### src/rtl/dds_ctrl_pkg.sv
// Shared types and constants for the DDS phase-step controller.
package dds_ctrl_pkg;

  localparam int unsigned STEP_W = 32;
  localparam int unsigned BTN_W  = 6;

  localparam int unsigned BTN_COARSE_ADD = 0;
  localparam int unsigned BTN_COARSE_SUB = 1;
  localparam int unsigned BTN_MID_ADD    = 2;
  localparam int unsigned BTN_MID_SUB    = 3;
  localparam int unsigned BTN_FINE_ADD   = 4;
  localparam int unsigned BTN_FINE_SUB   = 5;

  localparam logic [STEP_W-1:0] DEF_STEP_MIN     = 32'd10000;
  localparam logic [STEP_W-1:0] DEF_STEP_MAX     = 32'd2000000;
  localparam logic [STEP_W-1:0] DEF_DELTA_COARSE = 32'd10000;
  localparam logic [STEP_W-1:0] DEF_DELTA_MID    = 32'd1000;
  localparam logic [STEP_W-1:0] DEF_DELTA_FINE   = 32'd1;

  typedef enum logic [2:0] {
    ST_IDLE,
    ST_DEBOUNCE,
    ST_APPLY,
    ST_HOLD,
    ST_RELEASE
  } state_e;

endpackage

### src/rtl/dds_step_controller_if.sv
// Front-panel button / step-word bundle between the panel side and the controller.
interface dds_step_controller_if;
  import dds_ctrl_pkg::*;

  logic [BTN_W-1:0]  btn_n;
  logic [STEP_W-1:0] step;
  logic              step_update;
  logic              sat_flag;
  logic              busy;

  modport master (output btn_n, input step, step_update, sat_flag, busy);
  modport slave  (input btn_n, output step, step_update, sat_flag, busy);

endinterface

### src/rtl/sync_2ff.sv
// Two-flop synchroniser with a parameterised asynchronous reset value.
module sync_2ff #(
  parameter int unsigned W       = 1,
  parameter logic [W-1:0] RST_VAL = '0
) (
  input  logic         clk,
  input  logic         rst,
  input  logic [W-1:0] d,
  output logic [W-1:0] q
);

  logic [W-1:0] meta;

  always_ff @(posedge clk or posedge rst) begin
    if (rst) begin
      meta <= RST_VAL;
      q    <= RST_VAL;
    end else begin
      meta <= d;
      q    <= meta;
    end
  end

endmodule

### src/rtl/dds_step_controller.sv
// Debounced button-driven DDS step word with saturation; one apply per accepted press.
// Define AUTO_REPEAT_EN to enable auto-repeat while a button vector is held.
module dds_step_controller
  import dds_ctrl_pkg::*;
#(
  parameter logic [STEP_W-1:0] STEP_MIN     = DEF_STEP_MIN,
  parameter logic [STEP_W-1:0] STEP_MAX     = DEF_STEP_MAX,
  parameter logic [STEP_W-1:0] DELTA_COARSE = DEF_DELTA_COARSE,
  parameter logic [STEP_W-1:0] DELTA_MID    = DEF_DELTA_MID,
  parameter logic [STEP_W-1:0] DELTA_FINE   = DEF_DELTA_FINE,
  parameter int unsigned       DEBOUNCE_CYCLES = 500000
`ifdef AUTO_REPEAT_EN
  , parameter int unsigned     REPEAT_DELAY    = 25000000
  , parameter int unsigned     REPEAT_PERIOD   = 5000000
`endif
) (
  input  logic                 clk,
  input  logic                 reset,
  dds_step_controller_if.slave bus
);

  localparam int unsigned     CNT_W    = (DEBOUNCE_CYCLES > 2) ? $clog2(DEBOUNCE_CYCLES) : 1;
  localparam logic [CNT_W-1:0] CNT_LAST = CNT_W'(DEBOUNCE_CYCLES - 1);
`ifdef AUTO_REPEAT_EN
  localparam int unsigned     RPT_W    = (REPEAT_DELAY > 2) ? $clog2(REPEAT_DELAY) : 1;
  localparam logic [RPT_W-1:0] RPT_LAST = RPT_W'(REPEAT_DELAY - 1);
  // Count value after an auto-repeat apply so the next one lands REPEAT_PERIOD later.
  localparam logic [RPT_W-1:0] RPT_RELOAD = RPT_W'(REPEAT_DELAY - REPEAT_PERIOD + 1);
  logic [RPT_W-1:0] rpt;
`endif

  state_e            state;
  logic [BTN_W-1:0]  btn_sync;
  logic [BTN_W-1:0]  pressed;
  logic [BTN_W-1:0]  cand;
  logic [CNT_W-1:0]  cnt;
  logic [STEP_W-1:0] step_q;
  logic              step_update_q;
  logic              sat_q;
  logic              busy_q;

  sync_2ff #(.W(BTN_W), .RST_VAL({BTN_W{1'b1}})) u_sync (
    .clk (clk),
    .rst (reset),
    .d   (bus.btn_n),
    .q   (btn_sync)
  );

  assign pressed = ~btn_sync;

  // Priority select (bit 0 wins) and saturating update, 33-bit intermediates.
  logic [STEP_W-1:0] delta_c;
  logic              is_add_c;
  logic [STEP_W:0]   sum_c;
  logic [STEP_W:0]   lim_c;
  logic [STEP_W-1:0] next_step_c;
  logic              next_sat_c;

  always_comb begin
    delta_c     = '0;
    is_add_c    = 1'b0;
    next_step_c = step_q;
    next_sat_c  = 1'b0;
    if      (cand[BTN_COARSE_ADD]) begin delta_c = DELTA_COARSE; is_add_c = 1'b1; end
    else if (cand[BTN_COARSE_SUB]) begin delta_c = DELTA_COARSE; end
    else if (cand[BTN_MID_ADD])    begin delta_c = DELTA_MID;    is_add_c = 1'b1; end
    else if (cand[BTN_MID_SUB])    begin delta_c = DELTA_MID;    end
    else if (cand[BTN_FINE_ADD])   begin delta_c = DELTA_FINE;   is_add_c = 1'b1; end
    else if (cand[BTN_FINE_SUB])   begin delta_c = DELTA_FINE;   end
    sum_c = {1'b0, step_q} + {1'b0, delta_c};
    lim_c = {1'b0, STEP_MIN} + {1'b0, delta_c};
    if (is_add_c) begin
      if (sum_c > {1'b0, STEP_MAX}) begin
        next_step_c = STEP_MAX;
        next_sat_c  = 1'b1;
      end else begin
        next_step_c = sum_c[STEP_W-1:0];
      end
    end else if ({1'b0, step_q} < lim_c) begin
      next_step_c = STEP_MIN;
      next_sat_c  = 1'b1;
    end else begin
      next_step_c = step_q - delta_c;
    end
  end

  always_ff @(posedge clk or posedge reset) begin
    if (reset) begin
      state         <= ST_IDLE;
      cand          <= '0;
      cnt           <= '0;
      step_q        <= STEP_MIN;
      step_update_q <= 1'b0;
      sat_q         <= 1'b0;
      busy_q        <= 1'b0;
`ifdef AUTO_REPEAT_EN
      rpt           <= '0;
`endif
    end else begin
      step_update_q <= 1'b0;
      case (state)
        ST_IDLE: begin
          if (pressed != '0) begin
            cand   <= pressed;
            cnt    <= '0;
            busy_q <= 1'b1;
            state  <= ST_DEBOUNCE;
          end
        end
        ST_DEBOUNCE: begin
          if (pressed == '0) begin
            busy_q <= 1'b0;
            state  <= ST_IDLE;
          end else if (pressed != cand) begin
            cand <= pressed;
            cnt  <= '0;
          end else if (cnt == CNT_LAST) begin
            state <= ST_APPLY;
`ifdef AUTO_REPEAT_EN
            rpt   <= RPT_W'(1);
`endif
          end else begin
            cnt <= cnt + CNT_W'(1);
          end
        end
        ST_APPLY: begin
          step_q        <= next_step_c;
          sat_q         <= next_sat_c;
          step_update_q <= 1'b1;
          state         <= ST_HOLD;
        end
        ST_HOLD: begin
          if (pressed == '0) begin
            cnt   <= '0;
            state <= ST_RELEASE;
          end
`ifdef AUTO_REPEAT_EN
          else if (pressed != cand) begin
            cand <= pressed;
            rpt  <= RPT_W'(1);
          end else if (rpt == RPT_LAST) begin
            rpt   <= RPT_RELOAD;
            state <= ST_APPLY;
          end else begin
            rpt <= rpt + RPT_W'(1);
          end
`endif
        end
        ST_RELEASE: begin
          if (pressed != '0) begin
            state <= ST_HOLD;
`ifdef AUTO_REPEAT_EN
            cand  <= pressed;
            rpt   <= RPT_W'(1);
`endif
          end else if (cnt == CNT_LAST) begin
            busy_q <= 1'b0;
            state  <= ST_IDLE;
          end else begin
            cnt <= cnt + CNT_W'(1);
          end
        end
        default: begin
          busy_q <= 1'b0;
          state  <= ST_IDLE;
        end
      endcase
    end
  end

  assign bus.step        = step_q;
  assign bus.step_update = step_update_q;
  assign bus.sat_flag    = sat_q;
  assign bus.busy        = busy_q;

endmodule

### src/flat_wrapper.sv
// flat-port wrapper written by rule: the top's interface ports become plain ports
module dds_step_controller_flat import dds_ctrl_pkg::*;
#(
  parameter logic [STEP_W-1:0] STEP_MIN     = DEF_STEP_MIN,
  parameter logic [STEP_W-1:0] STEP_MAX     = DEF_STEP_MAX,
  parameter logic [STEP_W-1:0] DELTA_COARSE = DEF_DELTA_COARSE,
  parameter logic [STEP_W-1:0] DELTA_MID    = DEF_DELTA_MID,
  parameter logic [STEP_W-1:0] DELTA_FINE   = DEF_DELTA_FINE,
  parameter int unsigned       DEBOUNCE_CYCLES = 500000

)
  (clk, reset, bus_btn_n, bus_step, bus_step_update, bus_sat_flag, bus_busy);
  dds_step_controller_if bus_i ();
  input  logic clk;
  input  logic reset;
  input wire logic [$bits(bus_i.btn_n)-1:0] bus_btn_n;
  output wire logic [$bits(bus_i.step)-1:0] bus_step;
  output wire logic [$bits(bus_i.step_update)-1:0] bus_step_update;
  output wire logic [$bits(bus_i.sat_flag)-1:0] bus_sat_flag;
  output wire logic [$bits(bus_i.busy)-1:0] bus_busy;
  assign bus_i.btn_n = bus_btn_n;
  assign bus_step = bus_i.step;
  assign bus_step_update = bus_i.step_update;
  assign bus_sat_flag = bus_i.sat_flag;
  assign bus_busy = bus_i.busy;
  dds_step_controller #(.STEP_MIN(STEP_MIN), .STEP_MAX(STEP_MAX), .DELTA_COARSE(DELTA_COARSE), .DELTA_MID(DELTA_MID), .DELTA_FINE(DELTA_FINE), .DEBOUNCE_CYCLES(DEBOUNCE_CYCLES)) u_core (.clk(clk), .reset(reset), .bus(bus_i));
endmodule
### config.mk
export PLATFORM = sky130hd
export DESIGN_NAME = dds_step_controller_flat
export DESIGN_NICKNAME = d
export VERILOG_FILES = /design/src/rtl/dds_ctrl_pkg.sv /design/src/rtl/dds_step_controller_if.sv /design/src/rtl/sync_2ff.sv /design/src/rtl/dds_step_controller.sv /design/src/flat_wrapper.sv
export SDC_FILE = /design/constraint.sdc
export NUM_CORES = 1
export LEC_CHECK = 0
export CAP_MARGIN = 10
export CORE_UTILIZATION = 35
export DETAILED_ROUTE_END_ITERATION = 7
export HOLD_SLACK_MARGIN = 0.06
export PLACE_DENSITY_LB_ADDON = 0.1
export SLEW_MARGIN = 20
export SYNTH_ARGS = -nofsm -noshare
export SYNTH_HDL_FRONTEND = slang
export SYNTH_SLANG_ARGS = --single-unit
### constraint.sdc
create_clock -name clk -period 5.1 [get_ports clk]
set_input_delay 0.765 -clock clk [delete_from_list [all_inputs] [get_ports clk]]
set_output_delay 0.765 -clock clk [all_outputs]
set_load 0.1 [all_outputs]
* Yosys cells after proc, flatten, opt, wreduce, memory -nomap -nowiden
Cells that the tools add are included.
W data, S select, Z words.
** Storage, ports and cells
- Bits in registers :: 75
- Input bits :: 8
- Output and inout bits :: 35
** Operators by class
- $add $sub $neg :: 4
- $lt $le $gt $ge :: 2
- Eq/ne operators :: 16
- Muxes and demuxes :: 42
- Bitwise gates (word level) :: 2
- Reductions and logical operators :: 10
** Operators with widths (number)
- $mux W32 :: 8
- $mux W19 :: 6
- $pmux W19 S4 :: 1
- $add A14 B32 Y33 const A :: 1
- $add A32 B32 Y33 :: 1
- $gt A33 B21 Y1 const B :: 1
- $lt A32 B33 Y1 :: 1
- $sub A32 B32 Y32 :: 1
- $mux W3 :: 7
- $add A19 B1 Y19 const B :: 1
- $eq A19 B19 Y1 const B :: 1
- $mux W6 :: 3
- $pmux W3 S5 :: 1
- $reduce_and A5 Y1 :: 3
- $mux W1 :: 14
- $pmux W6 S2 :: 1
- $ne A2 B1 Y1 const B :: 5
- $eq A3 B2 Y1 const B :: 2
- $logic_not A6 Y1 :: 1
- $ne A3 B1 Y1 const B :: 2
- $ne A6 B6 Y1 :: 1
- $not A6 Y6 :: 1
- $reduce_bool A6 Y1 :: 1
- $ne A2 B2 Y1 const B :: 2
- 10 further kinds :: 10

* Logic depth before layout (Yosys ltp)
- Depth after elaboration :: 10
- Mapped depth :: 17
- Gate-level depth less buffers :: 16

* Hierarchy
Synthesis repeated with hierarchy kept, for this count alone.
** Second synthesis, totals
- Cells, all modules :: 717
- Area total of the unflattened synthesis :: 5910.7 µm²
** By module, submodules not included
- dds_step_controller :: instances 1, cells an instance 704, area an instance 5591.6 µm², seq. area each 1582.8 µm²
- sync_2ff :: instances 1, cells an instance 13, area an instance 319.1 µm², seq. area each 315.3 µm²

* Worst setup path after synthesis
Ideal clock, no wire load.
- Path type :: flip-flop to flip-flop
- Start point :: register u_core.cand[1]
- End point :: register u_core.step_q[7] (netlist: u_core.bus.step[7])
- Library setup time :: 0.124 ns
- Data arrival time :: 3.852 ns
- Setup slack :: 1.124 ns
- Cell stages (with the launch flop) :: 18
- Path buffers :: 1
- Cell sequence :: dfrtp_1 -> nor2_1 -> inv_1 -> nor3_1 -> inv_1 -> nor2_1 -> ha_1 -> ha_1 -> and3b_4 -> o22ai_1 -> xor2_1 -> nor4_1 -> o211a_1 -> o2111ai_1 -> a211oi_4 -> buf_6 -> a21oi_2 -> a211o_1
** On the way
- Word-level cells in the longest chain between the ends :: 6
- Elaborated cells between the ends (all ways) :: 12
** Ends and longest elaborated chain
- start, declared :: line dds_step_controller.sv:35 : logic [BTN_W-1:0] cand;
- start signal, assigned :: line dds_step_controller.sv:104 : cand <= pressed;
- start signal, assigned :: line dds_step_controller.sv:115 : cand <= pressed;
- $mux W32 :: line dds_step_controller.sv:65 : else if (cand[BTN_COARSE_SUB]) begin delta_c = DELTA_COARSE; end
- $mux W32 :: line dds_step_controller.sv:64 : if (cand[BTN_COARSE_ADD]) begin delta_c = DELTA_COARSE; is_add_c = 1'b1; end
- $add A14 B32 Y33 / $add A32 B32 Y33 (equally long branches) :: line dds_step_controller.sv:71, dds_step_controller.sv:70
- $lt A32 B33 Y1 / $gt A33 B21 Y1 (equally long branches) :: line dds_step_controller.sv:79, dds_step_controller.sv:73
- $mux W32 (on tied branches) :: line dds_step_controller.sv:79, dds_step_controller.sv:73
- $mux W32 (*) :: line dds_step_controller.sv:72 : if (is_add_c) begin
- end signal, assigned :: line dds_step_controller.sv:127 : step_q <= next_step_c;
- end, declared :: line dds_step_controller.sv:37 : logic [STEP_W-1:0] step_q;
Every way passes the cells marked *; elsewhere a longest branch is shown, timed or not.
A chain may end at the register's enable or synchronous reset.

* Worst setup path in the final report
- Start point :: register u_core.cand[0]
- End point :: register u_core.step_q[16] (netlist: u_core.bus.step[16])
** On the way
- Word-level cells in the longest chain between the ends :: 5
- Elaborated cells between the ends (all ways) :: 10
** Ends and longest elaborated chain (line)
- $mux W32 :: dds_step_controller.sv:64
- $add A14 B32 Y33 / $add A32 B32 Y33 (equally long branches) :: dds_step_controller.sv:71, dds_step_controller.sv:70
- $lt A32 B33 Y1 / $gt A33 B21 Y1 (equally long branches) :: dds_step_controller.sv:79, dds_step_controller.sv:73
- $mux W32 (on tied branches) :: dds_step_controller.sv:79, dds_step_controller.sv:73
- $mux W32 (*) :: dds_step_controller.sv:72
Marked as above.

==> metrics.sh <==
STATUS='complete, no violations'
TIGHTEST_SLEW_NS=1.03
FINALCLOCKSKEW_NS=0.00656
FILLERINSTANCES=1683
CLOCK_BUFFER_DEPTH=2
POST_SYNTH_MAIN_AREA_CONTRIBUTORS='sky130_fd_sc_hd__dfrtp_1, sky130_fd_sc_hd__dfstp_2, sky130_fd_sc_hd__ha_1'
IR_DROP_V=0.000165
SLEW_VIOL_FINAL=0
PORT-BUFFER-COUNT=42
POWER_FRAC_CLOCK_PCT=44.3
ANTENNA_CELLS=0
ROUTE.ANTENNA.REMAINING_NETS=0
GRT_PASS1_WL_MM=28.9
PRECTSSETUPSLACK_NS=0.0460
SYNTH-SEQ-CELLS=75
GLOBALROUTEOVERFLOWTOTAL=0
POST_ROUTE_CELLS_DRIVE_ABOVE_1_SHARE_PCT=9.58
FIRST_GLOBAL_VIAS=5372
VIA_COUNT=5522
DETAIL_ROUTE.DRC_VIOLATIONS=0
GRT_ANTENNA_BEFORE_REPAIR=0
TIMING.CRITICAL_PATH.FROM_TYPE='flip-flop'
MIN_PATH_TYPE='reg2reg'
SYNTH_ASYNC_SR_FLOP_SHARE_PCT=100
POST_SYNTH_INST_COUNT=698
TIMING.FINAL.CRIT_SHARE_PCT=94.1
POST_DRT_WL_PER_CELL_UM=19.0
PATH_CLASS='reg2reg'
POST-ROUTE-MIN-PERIOD_NS=4.80
AREA_DELTA_SYNTH_FINAL_PCT=14.5
SYNTHFLOPTYPE='sky130_fd_sc_hd__dfrtp_1'
YOSYSUNIQUECELLTYPES=85
FIRST_PASS_ITERS=5
DIE-AREA_UM2=17400
TOTAL_SWITCHING_POWER_mW=0.401
TRITONCTS='built'
CRIT_PATH_END_KIND='flip-flop'
GRT_START_MAX_NET_PINS=54
CTSHOLDBUFFERS=0
EFFECTIVE_UTILIZATION_AT_FLOORPLAN_PCT=35.8
POWER_FRAC_SEQ_PCT=41.7
DIE_H_UM=132
FINAL_HOLD_VIOL_COUNT=0
YS_SEQ_AREA_SHARE_PCT=32.1
PLACEMENT_ROWS=47
TRITONCTS_NUM_SINKS=75
DETAIL_ROUTE.VIAS_PER_CELL=5.87
GR-USAGE-ALL-LAYERS_PCT=21.0
PWR-SHARE-COMB_PCT=14.0
TIMING.MAX_SLEW.REL_SLACK_PCT=31.0
PLACE.DETAILED.HPWL_MM=13.0
YOSYS.CELL_COUNT.TOP_TYPE='sky130_fd_sc_hd__nor2_1'
HTREEDEPTH=3
P_LEAK_nW=2.69
SYNTH_EDF_COUNT=0
FP.COREAREA_UM2=16500
COUNT_OF_FINAL_SETUP_VIOLATORS=0
SYNTH_TOP_CELLS_BY_COUNT='sky130_fd_sc_hd__nor2_1, sky130_fd_sc_hd__dfrtp_1, sky130_fd_sc_hd__a21oi_1, sky130_fd_sc_hd__nand2_1, sky130_fd_sc_hd__ha_1'
NUMCTSBUFFERS=9
SWSHARE_PCT=27.0
YOSYS_WARNINGS=0
MAX_CLOCK_FREQ_GHz=0.208
SYNTHESIS.AREA_PER_INSTANCE_UM2=8.48
PWR_DENSITY_CELL_nW_PER_UM2=219
SYNTHESIS.AREA_UM2=5920
POST-SYNTH-TOP-AREA-CELL='sky130_fd_sc_hd__dfrtp_1'
DETAIL_ROUTE.ITER0.VIOLATIONS=349
CRITPATHARRIVALTIME_NS=5.01
IO-PIN-COUNT=43
WORST-PATH-MAX-FANOUT=17
POWER.INTERNAL_mW=1.09
FRACTION_OF_SYNTHESIZED_CELL_AREA_TAKEN_BY_THE_TOP_AREA_CELL_TYPE_PCT=24.5
NETS=758
FINALWIRELENGTH_MM=17.9
MAX_CAP_VIOLATION_COUNT=0
UNREPAIRED_SETUP_ENDPOINTS_AFTER_GLOBAL_ROUTING='no'
FIN_TNS_SETUP_NS=0
CLOCK_SLEW_AT_REPORTED_PATH_FFS_NS=0.06
CLOCK_INSERTION_DELAY_WORST_SKEW_NS=0.34
CTS_SETUP_BUFFERS=0
TIMING.FINAL.WS_SETUP_NS=0.301
CTS-ROOT-BUF='sky130_fd_sc_hd__clkbuf_16'
FP.DIEW_UM=132
PLACE.GP.CONGESTION=0.910
REQUIRED_NS=5.31
SYN_NETS=741
==> kinds of logic (layout without fill, tap and decap cells) <==
| kind of cell | count (synthesis) | after routing | share of synthesized area, % |
|---|---|---|---|
| DFF | 75 | 75 | 32.1 |
| other | 1 | 1 | 0.0633 |
| and+or+nand+nor | 257 | 257 | 22.9 |
| buffers and inverters | 69 | 91 | 5.05 |
| xor gates and xnor gates | 49 | 49 | 7.25 |
| AOI/OAI and AO/OA | 205 | 205 | 24.1 |
| muxes | 7 | 7 | 1.18 |
| adders and majority gates | 35 | 35 | 7.39 |
==> through the flow <==
stage	hold slack, ns	std cells	area, um^2	total power, mW	utilization (%)
6_report	0.354	940	6780	1.49	41.0
5_1_grt	0.357	940	6780	1.55	41.0
4_1_cts	0.355	940	6770	1.50	41.0
3_5_place_dp	0.347	924	6470	0.835	39.1
3_3_place_gp	0.346	924	6470	0.835	39.1
2_1_floorplan	0.345	698	5920	0.778	-
==> cells in the final DEF (no fill, tap or decap), types with 9 or more instances in the layout <==
cell,count
sky130_fd_sc_hd__clkbuf_16,9
sky130_fd_sc_hd__nor2_1,65
sky130_fd_sc_hd__ha_1,35
sky130_fd_sc_hd__dfstp_2,17
sky130_fd_sc_hd__inv_1,25
sky130_fd_sc_hd__nand3_1,31
sky130_fd_sc_hd__nor4_1,9
sky130_fd_sc_hd__xor2_1,24
sky130_fd_sc_hd__dfrtp_1,58
sky130_fd_sc_hd__xnor2_1,25
sky130_fd_sc_hd__clkdlybuf4s50_1,42
sky130_fd_sc_hd__nand2_1,48
sky130_fd_sc_hd__and3_1,9
sky130_fd_sc_hd__nor3_1,16
sky130_fd_sc_hd__o21ai_0,31
sky130_fd_sc_hd__nand2b_1,13
sky130_fd_sc_hd__a21oi_1,52
sky130_fd_sc_hd__nand4_1,15
sky130_fd_sc_hd__a31oi_1,11
==> area by class of cell <==
| cell class | count | area (um^2) | area share, % |
|---|---|---|---|
| Clock buffer | 12 | 256 | 3.78 |
| Clock inverter | 4 | 50.0 | 0.738 |
| Inverter | 28 | 106 | 1.57 |
| Multi-Input combinational cell | 554 | 3730 | 55.1 |
| Sequential cell | 75 | 1900 | 28.0 |
| Tap cell | 220 | 275 | 4.06 |
| Timing Repair Buffer | 47 | 458 | 6.76 |
==> power groups by stage <==
stage | registers, mW | logic (mW) | clock network [mW]
after global routing | 0.621 | 0.227 | 0.701
after detailed placement | 0.630 | 0.205 | 0
after global placement | 0.629 | 0.206 | 0
after CTS | 0.619 | 0.207 | 0.673
final | 0.620 | 0.208 | 0.658
after floorplan | 0.641 | 0.137 | 0
==> worst paths after layout <==
check | from | end | slack (ns) | cells past startpoint
min in group asynchronous | reset | u_core.cnt[1] | 0.93 | 2
max in group asynchronous | reset | u_core.bus.step[13] | 3.25 | 3
max | u_core.cand[0] | u_core.bus.step[16] | 0.30 | 16
max reg2reg | u_core.cand[0] | u_core.bus.step[16] | 0.30 | 16
min | u_core.u_sync.meta[1] | u_core.u_sync.q[1] | 0.35 | 0
min reg2reg | u_core.u_sync.meta[1] | u_core.u_sync.q[1] | 0.35 | 0
==> layer usage <==
metal / track usage, % / vias up / share of wire [%]
met1: 28.3 / 2690 / 45
met4: 7.43 / 0 / 2.1
met2: 34.0 / 200 / 47
met5: 0 / - / 0
met3: 3.27 / 27 / 5.8
li1: - / 2605 / -
==> worst max-delay path, cell delays in order (launching register included) <==
cell                       delay, ns
sky130_fd_sc_hd__dfrtp_1        0.41
sky130_fd_sc_hd__nor2_1         0.08
sky130_fd_sc_hd__buf_4          0.17
sky130_fd_sc_hd__o21ai_1        0.28
sky130_fd_sc_hd__inv_1          0.25
sky130_fd_sc_hd__ha_1           0.25
sky130_fd_sc_hd__xnor2_1        0.16
sky130_fd_sc_hd__ha_1           0.26
sky130_fd_sc_hd__a21oi_1        0.17
sky130_fd_sc_hd__o22ai_1        0.10
sky130_fd_sc_hd__o311ai_0       0.67
sky130_fd_sc_hd__nand4b_1       0.31
sky130_fd_sc_hd__o21bai_4       0.33
sky130_fd_sc_hd__nand2_1        0.58
sky130_fd_sc_hd__nor2_1         0.21
sky130_fd_sc_hd__a32oi_1        0.31
sky130_fd_sc_hd__o31ai_1        0.11
==> repair_timing <==
| item | 4_1_cts | 5_1_grt |
|---|---|---|
| setup endpoints to repair | 0 | 26 |
| endpoints found under the hold margin | 0 | 0 |
| gates resized for setup | 0 | 1 |
==> state kept, by name, indices dropped and copies added, names as in the netlist <==
register                count
u_core.bus.busy             1
u_core.bus.step            32
u_core.cnt                 19
u_core.bus.sat_flag         1
u_core.u_sync.q             6
u_core.bus.step_update      1
u_core.cand                 6
u_core.u_sync.meta          6
u_core.state                3
Note: power is estimated with default switching activity, not from simulation.
